### config.mk
export PLATFORM = sky130hd
export DESIGN_NAME = step_clock_gen
export DESIGN_NICKNAME = d
export VERILOG_FILES = /design/src/rtl/step_clock_pkg.sv /design/src/rtl/step_clock_gen_key_debounce.sv /design/src/rtl/step_clock_gen.sv
export SDC_FILE = /design/constraint.sdc
export NUM_CORES = 1
export LEC_CHECK = 0
export CORE_UTILIZATION = 52
export CTS_CLUSTER_DIAMETER = 200
export DETAILED_ROUTE_END_ITERATION = 10
export GPL_ROUTABILITY_DRIVEN = 0
export PLACE_DENSITY = 0.76
export SKIP_CTS_REPAIR_TIMING = 1
export SLEW_MARGIN = 20
export SYNTH_ARGS = -nofsm -noshare
export SYNTH_HDL_FRONTEND = slang
export SYNTH_SLANG_ARGS = --single-unit
export TNS_END_PERCENT = 30
### constraint.sdc
create_clock -name Clock -period 4.45 [get_ports Clock]
set_clock_uncertainty 0.1 [all_clocks]
set_input_delay 1.1125 -clock Clock [delete_from_list [all_inputs] [get_ports Clock]]
set_output_delay 1.1125 -clock Clock [all_outputs]
set_load 0.02 [all_outputs]
### src/rtl/step_clock_pkg.sv
// Shared types for the step clock generator.
// Mode encodings match the Mode input pins.
package step_clock_pkg;
  localparam int STEP_CNT_W = 16;

  typedef enum logic [1:0] {
    MODE_MANUAL = 2'b00,
    MODE_RUN    = 2'b01,
    MODE_BURST  = 2'b10,
    MODE_HOLD   = 2'b11
  } mode_t;

  typedef enum logic [1:0] {
    IDLE  = 2'b00,
    RUN   = 2'b01,
    BURST = 2'b10
  } state_t;
endpackage

### src/rtl/step_clock_gen_key_debounce.sv
// One active-low key: 2-flop synchroniser, then a stability
// counter that must see DEBOUNCE_CYCLES differing samples in a row.
module key_debounce #(
  parameter int DEBOUNCE_CYCLES = 50000
) (
  input  logic Clock,
  input  logic Reset,
  input  logic KeyN,
  output logic Level,
  output logic Press
);
  localparam int CW =
    (DEBOUNCE_CYCLES > 1) ? $clog2(DEBOUNCE_CYCLES) : 1;
  localparam logic [CW-1:0] LAST = CW'(DEBOUNCE_CYCLES - 1);

  logic          r_s1;
  logic          r_s2;
  logic [CW-1:0] r_cnt;
  logic          r_level;
  logic          r_press;
  logic          w_raw;

  assign w_raw = ~r_s2;
  assign Level = r_level;
  assign Press = r_press;

  always_ff @(posedge Clock or posedge Reset) begin
    if (Reset) begin
      r_s1    <= 1'b1;
      r_s2    <= 1'b1;
      r_cnt   <= '0;
      r_level <= 1'b0;
      r_press <= 1'b0;
    end else begin
      r_s1    <= KeyN;
      r_s2    <= r_s1;
      r_press <= 1'b0;
      if (w_raw == r_level) begin
        r_cnt <= '0;
      end else if (r_cnt == LAST) begin
        r_level <= w_raw;
        r_press <= w_raw;
        r_cnt   <= '0;
      end else begin
        r_cnt <= r_cnt + 1'b1;
      end
    end
  end
endmodule

### src/rtl/step_clock_gen.sv
// Key front end plus processor step-enable generator with
// manual, free-run, burst and hold modes.
module step_clock_gen
  import step_clock_pkg::*;
#(
  parameter int NUM_KEYS        = 4,
  parameter int DEBOUNCE_CYCLES = 50000,
  parameter int STEP_KEY        = 2,
  parameter int RATE_W          = 24,
  parameter int BURST_W         = 8
) (
  input  logic                  Clock,
  input  logic                  Reset,
  input  logic [NUM_KEYS-1:0]   KeyN,
  input  logic [1:0]            Mode,
  input  logic [RATE_W-1:0]     RateDiv,
  input  logic [BURST_W-1:0]    BurstLen,
  input  logic                  ClearCount,
  output logic [NUM_KEYS-1:0]   KeyLevel,
  output logic [NUM_KEYS-1:0]   KeyPress,
  output logic                  StepEn,
  output logic                  Busy,
  output logic [STEP_CNT_W-1:0] StepCount
);
  logic [NUM_KEYS-1:0]   w_level;
  logic [NUM_KEYS-1:0]   w_press;
  mode_t                 w_mode;
  logic                  w_go;
  logic                  w_tc;

  state_t                r_state;
  logic [RATE_W-1:0]     r_rate;
  logic [BURST_W-1:0]    r_rem;
  logic                  r_step;
  logic                  r_busy;
  logic [STEP_CNT_W-1:0] r_count;

  for (genvar g = 0; g < NUM_KEYS; g++) begin : g_key
    key_debounce #(
      .DEBOUNCE_CYCLES(DEBOUNCE_CYCLES)
    ) u_key (
      .Clock(Clock),
      .Reset(Reset),
      .KeyN (KeyN[g]),
      .Level(w_level[g]),
      .Press(w_press[g])
    );
  end

  assign KeyLevel  = w_level;
  assign KeyPress  = w_press;
  assign StepEn    = r_step;
  assign Busy      = r_busy;
  assign StepCount = r_count;

  assign w_mode = mode_t'(Mode);
  assign w_go   = w_press[STEP_KEY];
  // >= so a live RateDiv lowered below the count still terminates
  assign w_tc   = (r_rate >= RateDiv);

  always_ff @(posedge Clock or posedge Reset) begin
    if (Reset) begin
      r_state <= IDLE;
      r_rate  <= '0;
      r_rem   <= '0;
      r_step  <= 1'b0;
      r_busy  <= 1'b0;
    end else begin
      r_step <= 1'b0;
      unique case (r_state)
        IDLE: begin
          r_rate <= '0;
          if (w_go) begin
            unique case (w_mode)
              MODE_MANUAL: r_step <= 1'b1;
              MODE_RUN: begin
                r_state <= RUN;
                r_busy  <= 1'b1;
              end
              MODE_BURST: begin
                if (BurstLen != '0) begin
                  r_state <= BURST;
                  r_busy  <= 1'b1;
                  r_rem   <= BurstLen;
                end
              end
              MODE_HOLD: ;
            endcase
          end
        end
        RUN: begin
          if (w_go || w_mode != MODE_RUN) begin
            r_state <= IDLE;
            r_busy  <= 1'b0;
          end else if (w_tc) begin
            r_step <= 1'b1;
            r_rate <= '0;
          end else begin
            r_rate <= r_rate + 1'b1;
          end
        end
        BURST: begin
          if (w_go || w_mode != MODE_BURST) begin
            r_state <= IDLE;
            r_busy  <= 1'b0;
          end else if (w_tc) begin
            r_step <= 1'b1;
            r_rate <= '0;
            r_rem  <= r_rem - 1'b1;
            if (r_rem == BURST_W'(1)) begin
              r_state <= IDLE;
              r_busy  <= 1'b0;
            end
          end else begin
            r_rate <= r_rate + 1'b1;
          end
        end
        default: begin
          r_state <= IDLE;
          r_busy  <= 1'b0;
        end
      endcase
    end
  end

  always_ff @(posedge Clock or posedge Reset) begin
    if (Reset) begin
      r_count <= '0;
    end else if (ClearCount) begin
      r_count <= '0;
    end else if (r_step) begin
      r_count <= r_count + 1'b1;
    end
  end
endmodule
==> impl_summary.log <==
INFO  metric yosys_warnings = 0
INFO  metric critPathSlowestCell = sky130_fd_sc_hd__nor2_1
INFO  metric floorplan.initialDensity = 53.24%
INFO  metric rr_startpoint = r_state[0]$_DFFE_PP0P_
INFO  metric num_cts_buffers = 17
INFO  metric clkTransAtPathRegs = 0.06 ns
INFO  metric worst_pin_slew = about 0.87 ns
INFO  metric period_share = just over 80%
INFO  metric post_layout_nonfiller_instances = a little over 1000
INFO  metric startpoint_type = input pin
INFO  metric layout-drive-gt1-share = 6.490%
INFO  metric cp_cell_sequence = clkdlybuf4s50_1 -> inv_1 -> ha_1 -> nand4_1 -> nor4_2 -> nand2_1 -> o21ai_2 -> buf_4 -> nor3b_4 -> nor2_1 -> nor2_1
INFO  metric synth.yosys.seq_area_share = 46.99%
INFO  metric worst-path-buf-inv = 3
INFO  metric worstPathRequired = 4.62 ns
INFO  metric hold_start = g_key[0].u_key.r_s1$_DFF_PP1_
INFO  metric antenna_violations_before_repair = 0
INFO  metric numClockSinks = roughly 130
INFO  metric cp_num_cells = 11
INFO  metric clockBufferDepth = 2
INFO  metric initialDrtViolationCount = 380
INFO  metric power.leakage = around 3.7 nW
INFO  metric drt.antenna.violating_nets = 0
INFO  metric netlist.top_cell.by_area = sky130_fd_sc_hd__dfrtp_1
INFO  metric critical_path.top_delay_family = simple AND/OR/NAND/NOR gates
INFO  metric number_of_global_route_vias_before_repair = around 5800
INFO  metric crit_end = r_rate[16]$_DFFE_PP0P_
INFO  metric finalNetCount = approximately 900
INFO  metric global_route.overflow_total = 0
INFO  metric crit_path_frequent_cell = sky130_fd_sc_hd__nor2_1
INFO  metric synthesis.instances = ~750
INFO  metric sequential_cell_area = about 3300 um^2
INFO  metric netlist.area_leader.share = between 40% and 50%
INFO  metric min_path_type = flip-flop to flip-flop
INFO  metric worst_path_largest_cell_delay = about 0.67 ns
INFO  metric clock-root-buffer = sky130_fd_sc_hd__clkbuf_16
INFO  metric setup_viol_count_final = 0
INFO  metric fp.dieArea = ~14000 um^2
INFO  metric top_flip_flop_cell_by_instance_count_after_synthesis = sky130_fd_sc_hd__dfrtp_1
INFO  metric fin_tns_setup = 0 ns
INFO  metric clock_tree_from_tritoncts = done
INFO  metric layout-area-overhead-vs-synth = 19.63%
INFO  metric setup.worst_path.class = input pin to flip-flop
INFO  metric rr_endpoint = r_rate[19]$_DFFE_PP0P_
INFO  metric grtUsageTotal = 22.92%
INFO  metric dp.cells = between 900 and 1000
INFO  metric overall_die_height = about 120 um
INFO  metric ir_drop = ~0.37 mV
INFO  metric place.detailed.hpwl = between 9000 and 10000 um
INFO  metric mostFrequentLayoutCell = sky130_fd_sc_hd__dfrtp_1
INFO  metric die_width = 118.4 um
INFO  metric p_per_area = about 370 nW/um^2
INFO  metric maxSlewViolCount = 0
INFO  metric launch_point_of_the_worst_path = RateDiv[23]
INFO  metric synth_edf_count = 0
INFO  metric crit_arrival = around 3.8 ns
INFO  metric place_ws = ~0.4 ns
INFO  metric num_io_pins = 67
INFO  metric async_flop_share = between 90% and 100%
INFO  metric run_status = complete, no violations
INFO  metric fill_cells = around 1100
INFO  metric dr_total_vias = 5612
INFO  metric timing.hold.ws = around 0.25 ns
INFO  metric ff2ff_path_depth = 8
INFO  metric clk-insertion-delay-late = between 0.4 and 0.5 ns
INFO  metric syn_nets = just over 800
INFO  metric endpoint_kind = flip-flop
INFO  metric min_path_cells = 0
INFO  metric post_layout_total_power = just over 3 mW
INFO  metric crit_fanout = 13
INFO  metric global_route_wire_length_before_repair = about 26000 um
INFO  metric timing_hold_violations_final = 0
INFO  metric maxClockFrequency = around 0.28 GHz
INFO  metric postSynthRegisterBits = 132
INFO  metric maxSlewHeadroom = 41.55%
INFO  metric floorplan.core_area = around 13000 um^2
INFO  metric fp-row-count = 42
INFO  metric finalWirelength = ~15000 um
INFO  metric cell_types_occupying_the_most_area_after_synthesis = sky130_fd_sc_hd__dfrtp_1 44%, sky130_fd_sc_hd__ha_1 6.6%, sky130_fd_sc_hd__nor2_1 6.4%, sky130_fd_sc_hd__xor2_1 5.6%, sky130_fd_sc_hd__xnor2_1 5.1%
INFO  metric drt-pass1-iter-count = 5
INFO  metric rsz_0062_raised_after_global_routing = false
INFO  metric maxCapViolations = 0
INFO  metric final_period_minus_worst_setup_slack = about 3.6 ns
INFO  metric route.detailed.vias_per_inst = around 5.6
INFO  metric cts_max_level = 4
INFO  metric wl_per_cell = between 10 and 15 um
INFO  metric multi_input_gate_area = roughly 3500 um^2
INFO  metric synth_cell_type_count = 55
INFO  metric diodes = 0
INFO  metric grt_start_max_net_pins = 51
INFO  metric post-route-drc-count = 0
INFO  metric setup.reg_to_reg.worst_slack = roughly 1.6 ns
INFO  metric synth.cell_area = just over 7000 um^2
INFO  metric post_synth.cell_area_avg = about 9.4 um^2
INFO  metric postLayoutSetupSlackWorst = between 0.8 and 0.9 ns
INFO  metric most-common-layout-cells = 124 x sky130_fd_sc_hd__dfrtp_1, 120 x sky130_fd_sc_hd__nor2_1, 69 x sky130_fd_sc_hd__nand2_1
INFO  metric port_buffers = 66
-- per-layer routing --
layer	part of all wire (%)	up-vias	global-route usage (%)
li1	-	2698	-
met1	45	2731	28.95
met2	49	157	38.27
met3	4.9	26	6.033
met4	1.1	0	7.595
met5	0	-	0
-- worst min path at each step --
stage,endpoint,slack (ns)
final,g_key[0].u_key.r_s2$_DFF_PP1_,0.25
after global routing,g_key[2].u_key.r_s2$_DFF_PP1_,0.26
after CTS,g_key[2].u_key.r_s2$_DFF_PP1_,0.26
after detailed placement,g_key[2].u_key.r_s2$_DFF_PP1_,0.25
after global placement,g_key[2].u_key.r_s2$_DFF_PP1_,0.25
after floorplan,g_key[0].u_key.r_s2$_DFF_PP1_,0.25
-- where the power goes --
group | switching (mW) | internal (mW)
registers | 0.0584 | 1.25
logic | 0.266 | 0.191
clock network | 0.493 | 0.827
-- cells in the mapped netlist (2+ instances only) --
master,number
sky130_fd_sc_hd__a21oi_1,22
sky130_fd_sc_hd__a221o_1,2
sky130_fd_sc_hd__a31oi_1,3
sky130_fd_sc_hd__and3_1,23
sky130_fd_sc_hd__buf_2,5
sky130_fd_sc_hd__buf_4,9
sky130_fd_sc_hd__clkbuf_1,8
sky130_fd_sc_hd__dfrtp_1,124
sky130_fd_sc_hd__dfstp_2,8
sky130_fd_sc_hd__ha_1,37
sky130_fd_sc_hd__inv_1,43
sky130_fd_sc_hd__mux2i_1,7
sky130_fd_sc_hd__nand2_1,69
sky130_fd_sc_hd__nand2b_1,5
sky130_fd_sc_hd__nand3_1,44
sky130_fd_sc_hd__nand4_1,20
sky130_fd_sc_hd__nor2_1,120
sky130_fd_sc_hd__nor2_2,2
sky130_fd_sc_hd__nor2b_1,4
sky130_fd_sc_hd__nor3_1,22
sky130_fd_sc_hd__nor4_1,6
sky130_fd_sc_hd__nor4b_1,6
sky130_fd_sc_hd__nor4bb_1,2
sky130_fd_sc_hd__o211ai_1,3
sky130_fd_sc_hd__o21ai_0,24
sky130_fd_sc_hd__o21ai_1,2
sky130_fd_sc_hd__o22ai_1,13
sky130_fd_sc_hd__o41ai_1,2
sky130_fd_sc_hd__or3_1,2
sky130_fd_sc_hd__or4_1,3
sky130_fd_sc_hd__xnor2_1,41
sky130_fd_sc_hd__xor2_1,45
-- per-stage QoR --
step,cell area [um^2],util (%)
2_1_floorplan,7054,-
3_3_place_gp,7878,59.49
3_5_place_dp,7878,59.49
4_1_cts,8434,63.69
5_1_grt,8434,63.69
6_report,8434,63.69
-- logic make-up (layout without fill, tap and decap cells) --
logic type / count (synthesis) / after routing / synth area share (%)
AOI/OAI and AO/OA: 85 / 85 / 7.543
xor gates and xnor gates: 86 / 86 / 10.68
adders and majority gates: 37 / 37 / 6.566
buffers and inverters: 65 / 148 / 4.028
DFF: 132 / 132 / 46.99
muxes: 8 / 8 / 1.154
and+or+nand+nor: 336 / 336 / 23.03
-- state kept, by name (all words and copies together) (netlist names) --
signal	cells
r_rem	8
StepEn	1
r_rate	24
Busy	1
g_key.u_key.Press	4
g_key.u_key.r_cnt	64
g_key.u_key.r_s2	4
StepCount	16
g_key.u_key.Level	4
r_state	2
g_key.u_key.r_s1	4
-- worst reg2reg max path, cell delays in order (launching register included) --
cell and delay (ns):
sky130_fd_sc_hd__dfrtp_1 0.39, sky130_fd_sc_hd__inv_1 0.10, sky130_fd_sc_hd__ha_1 0.46, sky130_fd_sc_hd__nor3_1 0.46
sky130_fd_sc_hd__o21bai_2 0.29, sky130_fd_sc_hd__nor4_4 0.50, sky130_fd_sc_hd__nand4_1 0.17, sky130_fd_sc_hd__xor2_1 0.19
sky130_fd_sc_hd__nor2_2 0.04
-- layout make-up --
class | instances | share of cell area, %
sequential | 132 | 39.28
inverter | 43 | 1.958
clock inverter | 4 | 0.5934
multi-input combinational | 552 | 40.94
tap | 176 | 2.611
clock buffer | 28 | 6.008
timing repair buffer | 73 | 8.604
No activity file was read; power rests on OpenSTA's default activity.
